==> src/rtl/word_frame_tx.sv <==
// word_frame_tx: serial framer (start, WIDTH data bits LSB first, optional parity, stop bits); parity enabled by WORD_FRAME_TX_PARITY_EN
module word_frame_tx #(
    parameter int WIDTH        = 6,
    parameter int CLKS_PER_BIT = 4,
    parameter int STOP_BITS    = 1
) (
    input  logic             clk,
    input  logic             rst_n,
    input  logic [WIDTH-1:0] in_data,
    input  logic             in_valid,
    output logic             in_ready,
    output logic             ser_out,
    output logic             busy,
    output logic             frame_done
);
    localparam int DW = CLKS_PER_BIT > 1 ? $clog2(CLKS_PER_BIT) : 1;
    localparam int BW = $clog2(WIDTH + 1);
    localparam logic [DW-1:0] DIV_LAST  = DW'(CLKS_PER_BIT - 1);
    localparam logic [BW-1:0] BIT_LAST  = BW'(WIDTH - 1);
    localparam logic [BW-1:0] STOP_LAST = BW'(STOP_BITS - 1);

    typedef enum logic [2:0] {
        IDLE,
        START,
        DATA,
`ifdef WORD_FRAME_TX_PARITY_EN
        PARITY,
`endif
        STOP
    } state_t;

    state_t           state;
    logic [WIDTH-1:0] shreg;
    logic [BW-1:0]    bit_cnt;
    logic [DW-1:0]    div_cnt;
`ifdef WORD_FRAME_TX_PARITY_EN
    logic             parity;
`endif

    logic          div_end, enter_stop, stop_end, in_stop_next, done_next;
    logic [BW-1:0] stop_idx_next;
    logic [DW-1:0] div_next;

    // Look one cycle ahead so frame_done can be registered yet land on the final stop cycle
    always_comb begin
        div_end       = div_cnt == DIV_LAST;
        div_next      = div_end ? '0 : div_cnt + 1'b1;
`ifdef WORD_FRAME_TX_PARITY_EN
        enter_stop    = state == PARITY && div_end;
`else
        enter_stop    = state == DATA && div_end && bit_cnt == BIT_LAST;
`endif
        stop_end      = state == STOP && div_end && bit_cnt == STOP_LAST;
        in_stop_next  = enter_stop || (state == STOP && !stop_end);
        stop_idx_next = state != STOP ? '0 : div_end ? bit_cnt + 1'b1 : bit_cnt;
        done_next     = in_stop_next && stop_idx_next == STOP_LAST && div_next == DIV_LAST;
    end

    // Frame sequencer; every output is driven straight from a flop
    always_ff @(posedge clk or negedge rst_n) begin
        if (!rst_n) begin
            state      <= IDLE;
            shreg      <= '0;
            bit_cnt    <= '0;
            div_cnt    <= '0;
            ser_out    <= 1'b1;
            in_ready   <= 1'b0;
            busy       <= 1'b0;
            frame_done <= 1'b0;
`ifdef WORD_FRAME_TX_PARITY_EN
            parity     <= 1'b0;
`endif
        end else begin
            frame_done <= done_next;
            if (state != IDLE)
                div_cnt <= div_next;
            case (state)
                IDLE: begin
                    ser_out <= 1'b1;
                    if (in_valid && in_ready) begin
                        state    <= START;
                        shreg    <= in_data;
                        bit_cnt  <= '0;
                        div_cnt  <= '0;
                        ser_out  <= 1'b0;
                        in_ready <= 1'b0;
                        busy     <= 1'b1;
`ifdef WORD_FRAME_TX_PARITY_EN
                        parity   <= ^in_data;
`endif
                    end else begin
                        in_ready <= 1'b1;
                    end
                end
                START: if (div_end) begin
                    state   <= DATA;
                    ser_out <= shreg[0];
                    shreg   <= shreg >> 1;
                    bit_cnt <= '0;
                end
                DATA: if (div_end) begin
                    if (bit_cnt == BIT_LAST) begin
`ifdef WORD_FRAME_TX_PARITY_EN
                        state   <= PARITY;
                        ser_out <= parity;
`else
                        state   <= STOP;
                        ser_out <= 1'b1;
`endif
                        bit_cnt <= '0;
                    end else begin
                        ser_out <= shreg[0];
                        shreg   <= shreg >> 1;
                        bit_cnt <= bit_cnt + 1'b1;
                    end
                end
`ifdef WORD_FRAME_TX_PARITY_EN
                PARITY: if (div_end) begin
                    state   <= STOP;
                    ser_out <= 1'b1;
                    bit_cnt <= '0;
                end
`endif
                STOP: if (div_end) begin
                    if (bit_cnt == STOP_LAST) begin
                        state    <= IDLE;
                        busy     <= 1'b0;
                        in_ready <= 1'b1;
                    end else begin
                        bit_cnt <= bit_cnt + 1'b1;
                    end
                end
                default: state <= IDLE;
            endcase
        end
    end
endmodule

==> config.mk <==
export PLATFORM = sky130hd
export DESIGN_NAME = word_frame_tx
export DESIGN_NICKNAME = d
export VERILOG_FILES = /design/src/rtl/word_frame_tx.sv
export SDC_FILE = /design/constraint.sdc
export NUM_CORES = 1
export LEC_CHECK = 0
export CORE_MARGIN = 2
export CORE_UTILIZATION = 54
export CTS_CLUSTER_DIAMETER = 80
export CTS_CLUSTER_SIZE = 16
export DETAILED_ROUTE_END_ITERATION = 8
export HOLD_SLACK_MARGIN = 0.15
export PLACE_DENSITY = 0.83
export SYNTH_ARGS = -nofsm -noshare
export SYNTH_HDL_FRONTEND = slang
export SYNTH_SLANG_ARGS = --single-unit
==> constraint.sdc <==
create_clock -name clk -period 2.08 [get_ports clk]
set_input_delay 0.208 -clock clk [delete_from_list [all_inputs] [get_ports clk]]
set_output_delay 0.208 -clock clk [all_outputs]
set_load 0.005 [all_outputs]
-- After elaboration in Yosys (flattened, before gate mapping)
Cells that the tools add are included.
- reduce and logical (&&, ||, !) cells: 23
- add/subtract/negate cells: 2
- muxes and demuxes: 37
- equal/unequal tests: 15
- operators with widths (operator ; count):
    2-to-1 mux 3 bit ; 14
    2-to-1 mux 6 bit ; 4
    case mux 3 bit (4 select lines) ; 2
    case mux 6 bit (3 select lines) ; 1
    inequality test 2 bit, second input constant ; 7
    AND reduction 6 bit ; 2
    logical NOT 3 bit ; 3
    2-to-1 mux 1 bit ; 9
    logical AND 1 bit ; 8
    2-to-1 mux 2 bit ; 4
    == test 3 x 2 -> 1 bit, second input constant ; 2
    AND reduction 3 bit ; 2
    nonzero test 3 bit ; 2
    AND reduction 5 bit ; 1
    == test 2 bit, second input constant ; 2
    case mux 1 bit (2 select lines) ; 2
    AND reduction 4 bit ; 1
    nonzero test 4 bit ; 1
    adder 3 x 1 -> 3 bit, second input constant ; 1
    == test 3 x 1 -> 1 bit, second input constant ; 1
    == test 3 bit, second input constant ; 1
    inequality test 3 x 2 -> 1 bit, second input constant ; 1
    case mux 1 bit (3 select lines) ; 1
    adder 2 x 1 -> 2 bit, second input constant ; 1
    other kinds (4) ; 4
- word-level logic and storage cells: 85
- input bits: 9
- register bits after elaboration: 18

-- Longest topological paths before layout
- word-level depth: 8
- mapped depth: 7

-- Worst setup path before layout
No wires, ideal clock.
- path kind: register to register
- start: register state[0]
- end: register bit_cnt[0]
- required time: 1.955 ns
- path buffers: 0
- path slack: 0.178 ns
- setup time: 0.125 ns
- arrival: 1.777 ns
- stages on the path, launching flop included: 7
- path through: dfrtp_1 -> inv_1 -> ha_1 -> o21ba_1 -> a21o_1 -> or3_4 -> mux2_4
- longest elaborated chain between the ends: 3
- elaborated cells on any way between the ends: 12
- ends and longest elaborated chain (item ; line ; source):
    start, declared ; 32 ; state_t state;
    start signal, assigned ; 62 ; state <= IDLE;
    start signal, assigned ; 81 ; state <= START;
    start signal, assigned ; 96 ; state <= DATA;
    == test 3 x 2 -> 1 bit (tied with other cells) ; 77 ; case (state)
    inequality test 2 bit (no line) / nonzero test 4 bit (equally long branches) ; - ;
    AND reduction 6 bit (no line) ; - ;
    end signal, assigned ; 114 ; bit_cnt <= bit_cnt + 1'b1;
    end signal, assigned ; 130 ; bit_cnt <= bit_cnt + 1'b1;
    end, declared ; 34 ; logic [BW-1:0] bit_cnt;
Parallel ways exist; a longest one is shown, timed or not.
A chain may end at the register's enable or synchronous reset.

-- Worst setup path after layout
Same ends and word-level chain as after synthesis.

==> flow_metrics.py <==
metrics = {
    "floorplan": {
        "coreArea_um2": 1940,
        "rows": 16,
        "die_h_um": 49.1,
        "io_pins": 13,
        "initial_core_util": 0.565,
        "die_x_um": 49.1,
        "die_area_um2": 2410,
    },
    "drt": {
        "avgViaCountPerCell": 5.54,
        "wl_met3_um": 78,
        "wirelength_um": 2030,
        "wl_met2_um": 963,
        "vias": 870,
        "ant_nets": 0,
        "wl_met1_um": 952,
        "top_layer_used": "met4",
        "drtIter0Drc": 18,
        "dr.pass1.iters": 4,
        "drcViolationCount": 0,
        "wl_per_cell_um": 12.9,
    },
    "final_layout": {
        "syn_to_final_growth_pct": 19.0,
        "fin_nets": 152,
        "final_layout_size_suffix_gt1_frac": 0.154,
        "antenna_cells": 0,
        "utilization": 0.673,
    },
    "synthesis": {
        "synthArstFlopShare": 1.00,
        "synth_cell_types": 39,
        "synth_seq_area_share": 0.389,
        "synth_edf_count": 0,
        "synth.avg_cell_area_um2": 9.71,
        "yosys_register_bits": 17,
        "ys_top_cells_by_area": "dfrtp_1, ha_1, mux2i_1, o21ai_0, nand2_1",
        "syn_area_um2": 1100,
        "synth_top_area_frac": 0.365,
        "syn_inst": 113,
        "synth_ff_type": "dfrtp_1",
        "syn_nets": 134,
        "yosysTopAreaCell": "dfrtp_1",
        "ys_warn_count": 0,
    },
    "worst_setup_path": {
        "worstReg2RegEnd": "bit_cnt[0]",
        "r2r_slack_ns": 0.1,
        "cpPeakStageDelay_ns": 0.42,
        "cp.arrival_ns": 2.17,
        "crit_slowest_cell": "or3_4",
        "crit_chain": "inv_1 -> ha_2 -> o21ba_1 -> a21o_1 -> or3_4 -> mux2_4",
        "end_kind": "register",
        "crit_path_start_kind": "register",
        "r2r-start": "state[0]",
        "ff2ff_path_depth": 6,
        "crit_fanout": 5,
        "required_ns": 2.27,
        "worstSetupPathType": "reg -> reg",
    },
    "power": {
        "total_leakage_power_nw": 0.628,
        "clock_power_share": 0.085,
        "power.density_nw_per_um2": 1600,
        "intPower_mw": 1.21,
        "power_mw": 2.09,
        "pwr-share-comb": 0.617,
        "netSwitchingFraction": 0.422,
        "seqPwrFrac": 0.298,
        "irDropWorstVdd_mv": 0.892,
        "power_switching_mw": 0.883,
    },
    "grt": {
        "antenna_found_initial": 0,
        "grt_pass1_vias": 864,
        "grt_use_total": 0.208,
        "grt.overflow.total": 0,
        "grt_pass1_wl_um": 3880,
        "grt_max_degree": 18,
    },
    "timing": {
        "worst_pin_slew_ns": 0.371,
        "whs_ns": 0.240,
        "final.setup.tns_ns": 0,
        "slew_violations": 0,
        "rsz0062_at_grt": "no",
        "min_period_ns": 1.98,
        "relSlewSlack": 0.753,
        "finalSetupViolations": 0,
        "hold_viol": 0,
        "fin_skew_ns": 0.00879,
        "period_share": 0.953,
        "fmax_ghz": 0.504,
    },
    "clocking": {
        "cts_buffer_depth": 2,
        "cts_htree_levels": 1,
        "path_clk_slew_ns": 0.10,
        "clockRootBuffer": "clkbuf_4",
        "clk_latency_ns": 0.29,
        "cts_tree": "built",
        "cts_made_buffers": 3,
        "clkSinkCount": 17,
    },
    "run": {
        "drv_cap": 0,
    },
    "place": {
        "io_buffer_count": 12,
        "hpwl_um": 1540,
        "gp_congestion": 0.844,
    },
    "hold_path": {
        "hold_path_class": "in -> async",
    },
    "status": {
        "outcome": "finished, final reports clean",
    },
}
==> registers in the layout, summed over array words and instances, names as in the netlist <==
register / flops
bit_cnt: 3
busy: 1
div_cnt: 2
frame_done: 1
in_ready: 1
ser_out: 1
shreg: 6
state: 2
==> final cells by class <==
| class | count | area (um^2) |
|---|---|---|
| clock buffer | 3 | 22.5 |
| clock inverter | 1 | 5.00 |
| fill | 159 | 636 |
| inverter | 7 | 26.3 |
| multi-input combinational | 84 | 626 |
| sequential | 17 | 428 |
| tap | 27 | 33.8 |
| timing repair buffer | 18 | 165 |
==> synth_stat cells, types with 2 or more instances <==
cell / n
nor2_1: 4
nor4_1: 2
dfrtp_1: 16
nand2b_1: 2
mux2i_1: 6
a21oi_1: 4
nand2_1: 13
clkbuf_1: 3
ha_1: 12
o21ai_0: 11
a31oi_1: 4
inv_1: 7
buf_2: 2
mux2_4: 2
==> how the worst max path moves through the flow <==
stage	startpoint	to	slack (ns)	cells after the start
global placement	state[0]	bit_cnt[0]	0.13	6
global route	state[0]	bit_cnt[1]	0.02	6
CTS	state[0]	bit_cnt[0]	0.02	6
floorplan	state[0]	bit_cnt[0]	0.18	6
detailed placement	state[0]	bit_cnt[1]	0.04	6
finish	state[0]	bit_cnt[0]	0.1	6
==> worst max-delay path: cells and delay by family, from the launching register on <==
kind	cells	cell delay, ns
AO/OA/AOI/OAI	2	0.43
buffers and inverters	1	0.10
multiplexers	1	0.30
adder cells (fa/ha/maj)	1	0.22
AND/OR/NAND/NOR	1	0.42
flip-flops	1	0.40
==> through the flow <==
stage | area [um^2] | setup WS, ns | cells
final | 1310 | 0.0975 | 157
after CTS | 1290 | 0.0204 | 155
after global placement | 1260 | 0.135 | 151
after global routing | 1310 | 0.0232 | 157
after floorplan | 1100 | 0.178 | 113
after detailed placement | 1260 | 0.0376 | 151
==> placed cells by master, fill, tap and decap left out, types with 2 or more instances in the layout <==
cell	netlist	routed
nor4_1	2	2
inv_1	7	7
o21ai_0	11	11
mux2_4	2	2
dfrtp_1	16	15
buf_4	0	6
a31oi_1	4	4
nand2_1	13	13
nand2b_1	2	2
ha_1	12	11
nor2_1	4	4
clkbuf_4	0	3
mux2i_1	6	6
clkdlybuf4s50_1	0	12
a21oi_1	4	4
==> kinds of logic after synthesis <==
family / count (synthesis) / share of synthesized area
AO/OA/AOI/OAI: 30 / 0.177
AND/OR/NAND/NOR: 31 / 0.146
buffers and inverters: 12 / 0.0433
multiplexers: 9 / 0.0924
XOR/XNOR: 2 / 0.0160
flip-flops: 17 / 0.389
adder cells (fa/ha/maj): 12 / 0.137
==> what timing repair did <==
action,in CTS,in global routing
buffers inserted,0,2
setup endpoints to repair,0,3
resized for setup,0,2
hold buffers,0,0
==> power by group through the flow <==
stage / Combinational, mW / Sequential (mW) / Clock [mW]
2_1_floorplan: 0.969 / 0.593 / 0
3_5_place_dp: 1.25 / 0.628 / 0
4_1_cts: 1.26 / 0.623 / 0.184
3_3_place_gp: 1.21 / 0.617 / 0
6_report: 1.29 / 0.623 / 0.177
5_1_grt: 1.45 / 0.649 / 0.196
==> layer usage <==
| layer | global-route usage | vias up |
|---|---|---|
| met4 | 0.0857 | 0 |
| met5 | 0 | - |
| met2 | 0.327 | 20 |
| met1 | 0.281 | 408 |
| li1 | - | 438 |
| met3 | 0.0399 | 4 |
No activity file was read; power rests on OpenSTA's default activity.
